### config.mk
export PLATFORM = sky130hd
export DESIGN_NAME = alu_serial_sequencer
export DESIGN_NICKNAME = d
export VERILOG_FILES = /design/src/rtl/alu_serial_sequencer.sv
export SDC_FILE = /design/constraint.sdc
export NUM_CORES = 1
export LEC_CHECK = 0
export ABC_AREA = 0
export CELL_PAD_IN_SITES_DETAIL_PLACEMENT = 0
export CELL_PAD_IN_SITES_GLOBAL_PLACEMENT = 2
export CORE_MARGIN = 4
export CORE_UTILIZATION = 33
export DETAILED_ROUTE_END_ITERATION = 10
export PLACE_DENSITY = 0.81
export SLEW_MARGIN = 20
export SYNTH_ARGS = -nofsm -noshare
export SYNTH_HDL_FRONTEND = slang
export SYNTH_SLANG_ARGS = --single-unit
### constraint.sdc
create_clock -name clk -period 2.65 [get_ports clk]
set_input_delay 0.6625 -clock clk [delete_from_list [all_inputs] [get_ports clk]]
set_output_delay 0.6625 -clock clk [all_outputs]
set_load 0.01 [all_outputs]
### src/rtl/alu_serial_sequencer.sv
// Bit-serial sequencer: drives a single 1-bit ALU slice LSB-first across a WIDTH-bit
// operation, rippling the carry through a register and assembling the result.
module alu_serial_sequencer #(
    parameter int unsigned WIDTH = 64
) (
    input  logic             clk,
    input  logic             reset,
    input  logic             start,
    input  logic [3:0]       op,
    input  logic [WIDTH-1:0] opa,
    input  logic [WIDTH-1:0] opb,
    output logic             busy,
    output logic             done,
    output logic [WIDTH-1:0] result,
    output logic             carry_out,
    output logic             zero,
    output logic             alu_a,
    output logic             alu_b,
    output logic             alu_carry_in,
    output logic [3:0]       alu_op,
    input  logic             alu_result,
    input  logic             alu_carry_out
);

    localparam int unsigned CNT_W  = $clog2(WIDTH);
    localparam logic [3:0]  OP_SUB = 4'b0110;

    typedef enum logic [1:0] {
        S_IDLE = 2'd0,
        S_RUN  = 2'd1,
        S_DONE = 2'd2
    } state_e;

    state_e             state_q, state_d;
    logic [WIDTH-1:0]   sh_a_q, sh_a_d;
    logic [WIDTH-1:0]   sh_b_q, sh_b_d;
    logic [WIDTH-1:0]   res_sh_q, res_sh_d;
    logic [WIDTH-1:0]   result_q, result_d;
    logic [WIDTH-1:0]   res_next;
    logic [CNT_W-1:0]   cnt_q, cnt_d;
    logic [3:0]         op_q, op_d;
    logic               carry_q, carry_d;
    logic               carry_out_q, carry_out_d;
    logic               zero_q, zero_d;
    logic               busy_q, busy_d;
    logic               done_q, done_d;
    logic               accept;
    logic               last_bit;

    assign accept   = start && (state_q != S_RUN);
    assign last_bit = (cnt_q == CNT_W'(WIDTH - 1));
    assign res_next = {alu_result, res_sh_q[WIDTH-1:1]};

    // State register
    always_ff @(posedge clk) begin
        if (reset) state_q <= S_IDLE;
        else       state_q <= state_d;
    end

    // Next-state logic
    always_comb begin
        state_d = state_q;
        case (state_q)
            S_IDLE:  if (start) state_d = S_RUN;
            S_RUN:   if (last_bit) state_d = S_DONE;
            S_DONE:  state_d = start ? S_RUN : S_IDLE;
            default: state_d = S_IDLE;
        endcase
    end

    // Datapath and output next values; operand shifters drain to zero so the
    // slice inputs read as zero outside RUN without extra gating.
    always_comb begin
        sh_a_d      = sh_a_q;
        sh_b_d      = sh_b_q;
        res_sh_d    = res_sh_q;
        result_d    = result_q;
        cnt_d       = cnt_q;
        op_d        = op_q;
        carry_d     = carry_q;
        carry_out_d = carry_out_q;
        zero_d      = zero_q;
        busy_d      = (state_d == S_RUN);
        done_d      = (state_d == S_DONE);
        if (accept) begin
            sh_a_d   = opa;
            sh_b_d   = opb;
            op_d     = op;
            cnt_d    = '0;
            carry_d  = (op == OP_SUB);
            res_sh_d = '0;
        end else if (state_q == S_RUN) begin
            sh_a_d   = {1'b0, sh_a_q[WIDTH-1:1]};
            sh_b_d   = {1'b0, sh_b_q[WIDTH-1:1]};
            res_sh_d = res_next;
            carry_d  = alu_carry_out;
            cnt_d    = cnt_q + CNT_W'(1);
            if (last_bit) begin
                result_d    = res_next;
                zero_d      = (res_next == '0);
                carry_out_d = alu_carry_out;
                carry_d     = 1'b0;
                op_d        = 4'b0000;
            end
        end
    end

    always_ff @(posedge clk) begin
        if (reset) begin
            sh_a_q      <= '0;
            sh_b_q      <= '0;
            res_sh_q    <= '0;
            result_q    <= '0;
            cnt_q       <= '0;
            op_q        <= 4'b0000;
            carry_q     <= 1'b0;
            carry_out_q <= 1'b0;
            zero_q      <= 1'b1;
            busy_q      <= 1'b0;
            done_q      <= 1'b0;
        end else begin
            sh_a_q      <= sh_a_d;
            sh_b_q      <= sh_b_d;
            res_sh_q    <= res_sh_d;
            result_q    <= result_d;
            cnt_q       <= cnt_d;
            op_q        <= op_d;
            carry_q     <= carry_d;
            carry_out_q <= carry_out_d;
            zero_q      <= zero_d;
            busy_q      <= busy_d;
            done_q      <= done_d;
        end
    end

    assign busy         = busy_q;
    assign done         = done_q;
    assign result       = result_q;
    assign carry_out    = carry_out_q;
    assign zero         = zero_q;
    assign alu_a        = sh_a_q[0];
    assign alu_b        = sh_b_q[0];
    assign alu_carry_in = carry_q;
    assign alu_op       = op_q;

endmodule

==> impl_metrics.env <==
export IMPL_synth_top_area_share_pct=50.9
export IMPL_layout_drive_gt1_share_pct=5.51
export IMPL_fin_crit_sh_pct=79.9
export IMPL_worstPathCellList="clkdlybuf4s50_1"
export IMPL_drc=0
export IMPL_dr_pass1_iters=4
export IMPL_fin_setup_tns_ns=0
export IMPL_cts_sinks=272
export IMPL_start_util_pct=33.6
export IMPL_finalPower_mw=9.85
export IMPL_finalClockSkew_ns=0.0197
export IMPL_vias=8827
export IMPL_gp_congestion=0.750
export IMPL_maxSlewHeadroom_pct=46.6
export IMPL_clock_path_buffers=3
export IMPL_ys_warn_count=0
export IMPL_routedWlPerCell_um=15.5
export IMPL_cp_num_cells=1
export IMPL_worstPathRequired_ns=1.99
export IMPL_final_cell_mix="dfxtp_1 (272), nand2_1 (261), clkdlybuf4s50_1 (209)"
export IMPL_crit_fanout=2
export IMPL_htreeDepth=2
export IMPL_cts_root_buf="clkbuf_16"
export IMPL_antenna_left=0
export IMPL_synth_area_leaders="dfxtp_1 (51%), mux2i_1 (12%), nand2_1 (9.2%), a211oi_1 (8.8%), a21oi_1 (6.4%)"
export IMPL_cts_buffers_inserted=34
export IMPL_crit_path_end_kind="output port"
export IMPL_grtUsageTotal_pct=15.6
export IMPL_path_buf_inv=1
export IMPL_cpPeakStageDelay_ns=0.57
export IMPL_final_common_cell="dfxtp_1"
export IMPL_post_route_min_period_ns=2.12
export IMPL_die_h_um=188
export IMPL_syn_cell_area_um2=10700
export IMPL_p_per_area_nw_per_um2=691
export IMPL_drt_first_iter_violations=475
export IMPL_clkSlewWorstSetupHoldPaths_ns=0.06
export IMPL_setup_viol=0
export IMPL_ir_drop_mv=0.357
export IMPL_design_area_um2=14300
export IMPL_fp_dieW_um=188
export IMPL_run_status="completed"
export IMPL_async_flop_share_pct=0
export IMPL_postPlaceCellArea_um2=13200
export IMPL_seq_area_frac_synth_pct=50.9
export IMPL_crit_family="buffers and inverters"
export IMPL_fin_nets=1514
export IMPL_postCtsHoldBufs=0
export IMPL_synth_top_area_cell="dfxtp_1"
export IMPL_fmax_ghz=0.472
export IMPL_worstSetupPathType="flip-flop to output port"
export IMPL_portBuffers=211
export IMPL_drv_cap=0
export IMPL_rsz0062_at_grt="false"
export IMPL_worstSetupStartpointType="flip-flop"
export IMPL_grt_pass1_wl_mm=46.4
export IMPL_maxSlewViolCount=0
export IMPL_worstMarginPinSlew_ns=0.801
export IMPL_die_area_um2=35400
export IMPL_syn_inst=1217
export IMPL_p_leak_nw=5.30
export IMPL_vias_per_cell=4.82
export IMPL_rrSetupSlack_ns=0.79
export IMPL_utilization_pct=44.9
export IMPL_synth_distinct_cells=30
export IMPL_first_global_vias=8656
export IMPL_diodes=0
export IMPL_syn_avg_cell_area_um2=8.79
export IMPL_area_growth_pct=33.3
export IMPL_hpwlAfterDp_mm=17.6
export IMPL_synth_edf_count=0
export IMPL_grt_max_degree=162
export IMPL_grt_overflow_total=0
export IMPL_hold_depth=2
export IMPL_cp_slowest_cell="clkdlybuf4s50_1"
export IMPL_whs_ns=0.452
export IMPL_synth_ff_type="dfxtp_1"
export IMPL_antenna_found_initial=0
export IMPL_reg2reg_depth=6
export IMPL_drt_wl_total_mm=28.4
export IMPL_hp_class="flip-flop to flip-flop"
export IMPL_io_pins=212
export IMPL_insertion_delay_ns=0.49
export IMPL_arrival_ns=1.46
export IMPL_synth_seq_cells=272
export IMPL_cts_resized=0
export IMPL_hold_viol_final=0
export IMPL_core_area_um2=31800
export IMPL_post_cts_buffers=0
export IMPL_cts_tree="yes"
export IMPL_syn_num_nets=1355
export IMPL_rows=65
## path summary, 6_finish.rpt
kind | startpoint | endpoint
setup / recovery | result[4]$_SDFFE_PP0P_ | result[4]
setup reg to reg | cnt_q[0]$_SDFFE_PP0P_ | result[16]$_SDFFE_PP0P_
hold reg to reg | result[43]$_SDFFE_PP0P_ | result[43]$_SDFFE_PP0P_
hold / removal | result[43]$_SDFFE_PP0P_ | result[43]$_SDFFE_PP0P_
## synthesized netlist by cell type, drive strengths merged (3+ instances only)
library cell,number
clkbuf,56
nand3,11
nand2,262
nor4,16
dfxtp,272
mux2i,128
a21oi,136
nor2,136
nand4,6
xnor2,3
a211oi,126
nor3,3
buf,48
## metrics by stage
stage | worst slack, ns | std cells
6_report | 0.532 | 1832
5_1_grt | 0.477 | 1832
4_1_cts | 0.501 | 1832
3_5_place_dp | 0.438 | 1775
3_3_place_gp | 0.471 | 1775
2_1_floorplan | 1.04 | 1217
## where the power goes
part | switching (mW) | total [mW] | internal (mW)
sequential | 0.0952 | 4.39 | 4.29
combinational | 0.462 | 0.913 | 0.451
clock | 1.71 | 4.55 | 2.84
## cell families after synthesis
family,synth area share (%)
XOR/XNOR,0.409
AND/OR/NAND/NOR,16.8
flip-flops,50.9
multiplexers,12.0
buffers and inverters,4.51
adder cells (fa/ha/maj),0.117
AO/OA/AOI/OAI,15.3
## area by class of cell
class	count	area (um2)
fillers	3177	17500
flip-flops and latches	272	5450
multi-input cells	840	4800
repair buffers	227	2360
clock buffers	51	1020
well taps	435	544
clock inverters	6	90.1
inverters	1	3.75
## per-layer routing
metal | track usage, % | wire, um | vias up
li1 | - | - | 4516
met1 | 21.8 | 13700 | 4099
met2 | 24.2 | 12600 | 174
met3 | 4.11 | 1660 | 38
met4 | 3.25 | 406 | 0
met5 | 0 | 0 | -
## sequential cells by signal, summed over array words and instances, names as in the netlist
register,cells
cnt_q,6
state_q,2
alu_op,4
sh_b_q,64
res_sh_q,63
done,1
carry_out,1
sh_a_q,64
zero,1
result,64
busy,1
alu_carry_in,1
## worst reg2reg max path, cell delays in order (launching register included)
cell	delay, ns
dfxtp_1	0.38
ha_1	0.21
and3_1	0.25
nand4_4	0.38
buf_4	0.37
nand2_1	0.09
a21oi_1	0.06
(Power assumes the default switching activity.)
